`src/rtl/regfile_mp_sb.sv`:
```
// Multi-read, dual-write register file with a per-register pending scoreboard.
// Write port 0 is the writeback path; port 1 returns long-latency results and retires their pending bits.
module regfile_mp_sb #(
    parameter int DATA_W   = 32,
    parameter int ADDR_W   = 5,
    parameter int NUM_RD   = 2,
    parameter int ZERO_REG = 1,
    parameter int BYPASS   = 1
) (
    input  logic                       clk,
    input  logic                       rst,
    input  logic                       wr0_en,
    input  logic [ADDR_W-1:0]          wr0_addr,
    input  logic [DATA_W-1:0]          wr0_data,
    input  logic                       wr1_en,
    input  logic [ADDR_W-1:0]          wr1_addr,
    input  logic [DATA_W-1:0]          wr1_data,
    input  logic                       iss_en,
    input  logic [ADDR_W-1:0]          iss_addr,
    input  logic                       flush,
    input  logic [NUM_RD*ADDR_W-1:0]   rd_addr,
    output logic [NUM_RD*DATA_W-1:0]   rd_data,
    output logic [NUM_RD-1:0]          rd_busy,
    output logic [(2**ADDR_W)-1:0]     pend_vec
);

    localparam int   DEPTH = 2**ADDR_W;
    localparam logic ZR    = (ZERO_REG != 0);
    localparam logic BYP   = (BYPASS != 0);

    logic [DATA_W-1:0] mem_q [DEPTH];
    logic [DATA_W-1:0] mem_d [DEPTH];
    logic [DEPTH-1:0]  pend_q;
    logic [DEPTH-1:0]  pend_d;
    logic [ADDR_W-1:0] rd_idx [NUM_RD];

    for (genvar k = 0; k < NUM_RD; k++) begin : g_rd_idx
        assign rd_idx[k] = rd_addr[k*ADDR_W +: ADDR_W];
    end

    // Array next state: wr0 wins over wr1 when both target the same register.
    always_comb begin
        for (int i = 0; i < DEPTH; i++) begin
            if (ZR && i == 0) begin
                mem_d[i] = {DATA_W{1'b0}};
            end else if (wr0_en && wr0_addr == ADDR_W'(i)) begin
                mem_d[i] = wr0_data;
            end else if (wr1_en && wr1_addr == ADDR_W'(i)) begin
                mem_d[i] = wr1_data;
            end else begin
                mem_d[i] = mem_q[i];
            end
        end
    end

    // Scoreboard next state: an issue in the same cycle as a return keeps the bit set.
    always_comb begin
        for (int i = 0; i < DEPTH; i++) begin
            if (ZR && i == 0) begin
                pend_d[i] = 1'b0;
            end else if (flush) begin
                pend_d[i] = 1'b0;
            end else if (iss_en && iss_addr == ADDR_W'(i)) begin
                pend_d[i] = 1'b1;
            end else if (wr1_en && wr1_addr == ADDR_W'(i)) begin
                pend_d[i] = 1'b0;
            end else begin
                pend_d[i] = pend_q[i];
            end
        end
    end

    // State registers with synchronous active-low reset.
    always_ff @(posedge clk) begin
        if (!rst) begin
            for (int i = 0; i < DEPTH; i++) begin
                mem_q[i] <= {DATA_W{1'b0}};
            end
            pend_q <= {DEPTH{1'b0}};
        end else begin
            for (int i = 0; i < DEPTH; i++) begin
                mem_q[i] <= mem_d[i];
            end
            pend_q <= pend_d;
        end
    end

    assign pend_vec = pend_q;

    // Read ports: a returning wr1 value is forwarded, so that port need not stall.
    always_comb begin
        rd_data = {(NUM_RD*DATA_W){1'b0}};
        rd_busy = {NUM_RD{1'b0}};
        for (int k = 0; k < NUM_RD; k++) begin
            if (ZR && rd_idx[k] == {ADDR_W{1'b0}}) begin
                rd_data[k*DATA_W +: DATA_W] = {DATA_W{1'b0}};
                rd_busy[k]                  = 1'b0;
            end else begin
                if (BYP && wr0_en && wr0_addr == rd_idx[k]) begin
                    rd_data[k*DATA_W +: DATA_W] = wr0_data;
                end else if (BYP && wr1_en && wr1_addr == rd_idx[k]) begin
                    rd_data[k*DATA_W +: DATA_W] = wr1_data;
                end else begin
                    rd_data[k*DATA_W +: DATA_W] = mem_q[rd_idx[k]];
                end
                rd_busy[k] = pend_q[rd_idx[k]] &&
                             !(BYP && wr1_en && wr1_addr == rd_idx[k]);
            end
        end
    end

endmodule
```
`config.mk`:
```
export PLATFORM = sky130hd
export DESIGN_NAME = regfile_mp_sb
export DESIGN_NICKNAME = d
export VERILOG_FILES = /design/src/rtl/regfile_mp_sb.sv
export SDC_FILE = /design/constraint.sdc
export NUM_CORES = 2
export LEC_CHECK = 0
export BUFFER_PORTS_ARGS = -buffer_cell sky130_fd_sc_hd__clkbuf_2
export CORE_MARGIN = 2
export CORE_UTILIZATION = 40
export DETAILED_ROUTE_END_ITERATION = 16
export PLACE_DENSITY = 0.57
export SLEW_MARGIN = 20
export SYNTH_ARGS = -nofsm -noshare
export SYNTH_HDL_FRONTEND = slang
export SYNTH_SLANG_ARGS = --single-unit
export TNS_END_PERCENT = 100
```
`constraint.sdc`:
```
create_clock -name clk -period 2.8 [get_ports clk]
set_input_delay 0.56 -clock clk [delete_from_list [all_inputs] [get_ports clk]]
set_output_delay 0.56 -clock clk [all_outputs]
set_load 0.01 [all_outputs]
```
==> results.txt <==
result of the run -> finished, violations left
violated checks -> negative setup slack
total congestion overflow after global routing -> 0
Hold Fails Final Rpt -> 0
placed insts -> 8931
aggregate routed wire length -> 328 mm
critical path arrival -> 2.98 ns
fraction of power spent switching nets -> 29.3%
GRT met3 Usage -> 14.5%
vertical die dimension -> 409 µm
net switching power of the design -> 12.9 mW
first-pass GRT wire length -> 452 mm
GR Layer Usage met2 -> 54.8%
Worst setup SP type -> primary input
relative contribution of the clock network to total power -> 36.8%
via count of the first global-routing pass -> 59667
Setup Viol. Count Final -> 66
net count of the mapped netlist -> 6650
setup repair after global routing missed its margin -> true
number of buffers and inverters on the critical path -> 8
Tot GR Track Use -> 38.0%
fin crit share -> 127%
slowest stage cell, crit path -> sky130_fd_sc_hd__a211o_4
buffers added on ports -> 191
placed inst area -> 75300 µm²
highest fanout seen on the critical path -> 5
detailed-router iteration count before antenna repair -> 7
launch point of the worst path -> rd_addr[8]
number of max-capacitance violations reported -> 0
combinational fraction of design power -> 20.9%
RR Startpoint -> pend_vec[2]
FMAX -> 282 MHz
total internal power -> 31.1 mW
Post-synth top flop -> sky130_fd_sc_hd__edfxtp_1
worst reg2reg setup slack -> 2.05 ns
critical-path cell list -> clkbuf_2, buf_12, buf_4, clkinvlp_4, nor2_4, buf_12, buf_6, buf_4, a211o_4, a211oi_4, o21ai_1, a22o_2, buf_6
clock-pin transition on the worst setup and hold timing paths -> 0.06 ns
count of placed standard cells in the final layout, fillers left out -> 9286
post-route DRC violation count -> 0
TritonCTS clock tree -> built
reg2reg end -> pend_vec[2]
Core ar. -> 163000 µm²
critical path class -> primary input to primary output
share of synthesized registers carrying an async set or reset -> 0%
final standard cell area without fillers -> 83100 µm²
Crit. path cell count -> 13
cell class contributing the biggest share of worst-path delay -> buffers and inverters
worst min-delay path class -> primary input to flip-flop
Max Clock Skew -> 0 ns
post-layout worst setup margin -> -0.744 ns
Post-DRT Antenna Nets -> 0
Mapped Cells -> 6555
starting density of the core -> 40.3%
detailed router's first-iteration violation count -> 10650
detail-routed net length per standard cell -> 35.3 µm
synthesized cell area -> 65500 µm²
post-synthesis sequential area ratio -> 46.4%
number of buffers between clock root and the deepest sink -> 3
sum of internal, switching and leakage power -> 44.0 mW
Post-CTS Hold Buffers -> 0
Relative slew margins -> 40.4%
Most Used Layer, Global Route -> met2
type of destination of the critical path -> primary output
syn avg cell area -> 10.0 µm²
die area -> 167000 µm²
number of antenna violations at the first check in global routing -> 18
final weighted congestion in routability-driven placement -> 1.03
met1 routing resource usage after global routing -> 46.7%
share of layout cells above drive strength 1 -> 30.5%
Slew Limit Fails -> 0
count of cells along the worst register-to-register path -> 2
Layout area overhead -> 26.8%
required time of the critical path -> 2.24 ns
P per Cell Area -> 529 nW/µm²
number of enable flip-flop cells after synthesis -> 992
CTS buffer count -> 116
static leakage power -> 31.2 nW
Ys Warns -> 0
proportion of power drawn by flip-flops and latches -> 42.3%
time the final worst path needs with I/O delays and setup -> 3.54 ns
H-tree depth -> 3
clock sink total -> 1023
distinct cell type count of the synthesized netlist -> 63
critical path endpoint -> rd_data[59]
vias per std cell -> 6.69
fill count -> 14066
Die Span X -> 409 µm
latest clock arrival within the worst-skew pair -> 0.77 ns
DPL Wire Length -> 213 mm
critical path's largest stage delay -> 0.34 ns
number of nets in the final layout -> 7099
flip-flop and latch count after synthesis -> 1023
measured slew at the worst slew-check pin -> 0.891 ns
worst supply voltage drop on vdd -> 0.541 mV
CTS root buffer -> sky130_fd_sc_hd__clkbuf_16
overall via count from detail_route -> 62151
number of cell rows -> 148
Ports -> 193
maximum number of pins on one net before global-route repair -> 126
-- per-layer routing --
layer,share of wire (%),wire length (µm)
met5,0.13,421
met4,8.3,27100
met3,16,52600
met2,42,138000
met1,33,110000
-- power by group through the flow --
stage	clock (mW)	sequential (mW)	combinational, mW
final	16.2	18.6	9.19
after global routing	16.7	18.7	9.35
after CTS	16.1	18.6	8.46
after detailed placement	0	18.9	7.90
after global placement	0	18.8	7.83
after floorplan	0	18.6	4.18
-- final cells by class --
| class | instances | area [µm²] | share of cell area [%] |
|---|---|---|---|
| sequential | 1023 | 30400 | 36.6 |
| antenna | 8 | 20.0 | 0.0241 |
| clock inverter | 77 | 868 | 1.05 |
| clock buffer | 140 | 3010 | 3.63 |
| timing repair buffer | 1135 | 11900 | 14.3 |
| tap | 2175 | 2720 | 3.28 |
| inverter | 3 | 15.0 | 0.0181 |
| multi-input combinational | 4725 | 34100 | 41.1 |
-- registers in the layout (all words and copies together), names as in the netlist --
name	cells
mem_q	992
pend_vec	31
-- logic make-up (layout without fill, tap and decap cells) --
kind of cell / Yosys count / count (layout) / synth area share (%)
AO/OA/AOI/OAI: 1491 / 1491 / 14.8
other: 1 / 9 / 0.00572
multiplexers: 665 / 665 / 17.7
XOR/XNOR: 20 / 20 / 0.267
flip-flops: 1023 / 1023 / 46.4
AND/OR/NAND/NOR: 2548 / 2548 / 15.5
buffers and inverters: 807 / 1355 / 5.23
-- how the worst min path moves through the flow --
stage	from	end	slack, ns	cells past startpoint
after floorplan	pend_vec[23]	pend_vec[23]	0.55	2
after global placement	pend_vec[31]	pend_vec[31]	0.56	2
after detailed placement	pend_vec[13]	pend_vec[13]	0.56	2
after CTS	iss_addr[2]	pend_vec[15]	0.16	3
after global routing	iss_addr[2]	pend_vec[14]	0.27	3
final	iss_addr[2]	pend_vec[14]	0.22	3
-- cell usage after synthesis, types with 5 or more instances --
library cell,instances,share of area [%]
sky130_fd_sc_hd__nand2b_1,17,0.16
sky130_fd_sc_hd__clkbuf_1,488,2.8
sky130_fd_sc_hd__nand4_1,11,0.11
sky130_fd_sc_hd__nor3_1,50,0.38
sky130_fd_sc_hd__and4_1,9,0.12
sky130_fd_sc_hd__nand2_1,2154,12
sky130_fd_sc_hd__a21boi_0,437,5.0
sky130_fd_sc_hd__buf_2,92,0.70
sky130_fd_sc_hd__mux2i_1,189,2.9
sky130_fd_sc_hd__nor4_1,10,0.095
sky130_fd_sc_hd__a211oi_1,34,0.39
sky130_fd_sc_hd__xor2_1,8,0.11
sky130_fd_sc_hd__o21ai_0,91,0.69
sky130_fd_sc_hd__or3_1,6,0.057
sky130_fd_sc_hd__a32o_1,7,0.11
sky130_fd_sc_hd__mux4_2,388,13
sky130_fd_sc_hd__buf_6,20,0.34
sky130_fd_sc_hd__nor2b_1,72,0.69
sky130_fd_sc_hd__a22oi_1,96,1.1
sky130_fd_sc_hd__a221oi_1,76,1.0
sky130_fd_sc_hd__buf_1,165,0.94
sky130_fd_sc_hd__a21oi_1,583,4.5
sky130_fd_sc_hd__nand3_1,74,0.57
sky130_fd_sc_hd__nor2_1,118,0.68
sky130_fd_sc_hd__o21ai_1,5,0.038
sky130_fd_sc_hd__and3_1,5,0.048
sky130_fd_sc_hd__buf_4,33,0.38
sky130_fd_sc_hd__and2_1,6,0.057
sky130_fd_sc_hd__o21a_1,8,0.092
sky130_fd_sc_hd__a221o_1,32,0.49
sky130_fd_sc_hd__dfxtp_1,31,0.95
sky130_fd_sc_hd__a2111oi_0,8,0.11
sky130_fd_sc_hd__a32oi_1,8,0.11
sky130_fd_sc_hd__mux2_2,87,1.5
sky130_fd_sc_hd__o221ai_1,9,0.12
sky130_fd_sc_hd__edfxtp_1,992,45
sky130_fd_sc_hd__a211o_1,8,0.11
sky130_fd_sc_hd__a21boi_1,11,0.13
sky130_fd_sc_hd__a22o_1,16,0.21
sky130_fd_sc_hd__o311ai_0,10,0.13
sky130_fd_sc_hd__o22ai_1,43,0.41
sky130_fd_sc_hd__clkbuf_2,6,0.046
sky130_fd_sc_hd__xnor2_1,12,0.16
-- tightest hold or removal path: stages --
cell	delay [ns]
sky130_fd_sc_hd__clkbuf_2	0.19
sky130_fd_sc_hd__a32oi_1	0.12
sky130_fd_sc_hd__nor2_1	0.08
-- layout by cell type, fill, tap and decap left out, types with 72 or more instances in the layout --
cell                           n
sky130_fd_sc_hd__mux2i_1     179
sky130_fd_sc_hd__nand2_1    2134
sky130_fd_sc_hd__clkbuf_16   121
sky130_fd_sc_hd__a21oi_1     582
sky130_fd_sc_hd__edfxtp_1    992
sky130_fd_sc_hd__buf_6        72
sky130_fd_sc_hd__a22oi_1      77
sky130_fd_sc_hd__a21boi_0    437
sky130_fd_sc_hd__buf_12      240
sky130_fd_sc_hd__nor2_1       79
sky130_fd_sc_hd__mux2_2       76
sky130_fd_sc_hd__clkbuf_2    144
sky130_fd_sc_hd__mux4_2      388
sky130_fd_sc_hd__buf_4       623
-- what timing repair did --
| item | in CTS | in global routing |
|---|---|---|
| cloned | 7 | 3 |
| buffers inserted | 75 | 90 |
| pin swaps | 138 | 88 |
| endpoints found under the setup margin | 66 | 66 |
| gates resized for setup | 397 | 219 |
-- through the flow --
step | hold WS [ns] | util, % | setup TNS, ns | worst slack, ns
finish | 0.216 | 51.0 | -33.94 | -0.744
global route | 0.271 | 51.0 | -34.68 | -0.736
CTS | 0.165 | 50.0 | -29.79 | -0.643
detailed placement | 0.556 | 46.3 | -45.13 | -1.65
global placement | 0.561 | 46.3 | -45.61 | -1.64
floorplan | 0.548 | - | -30.89 | -0.0815
(Power assumes the default switching activity.)
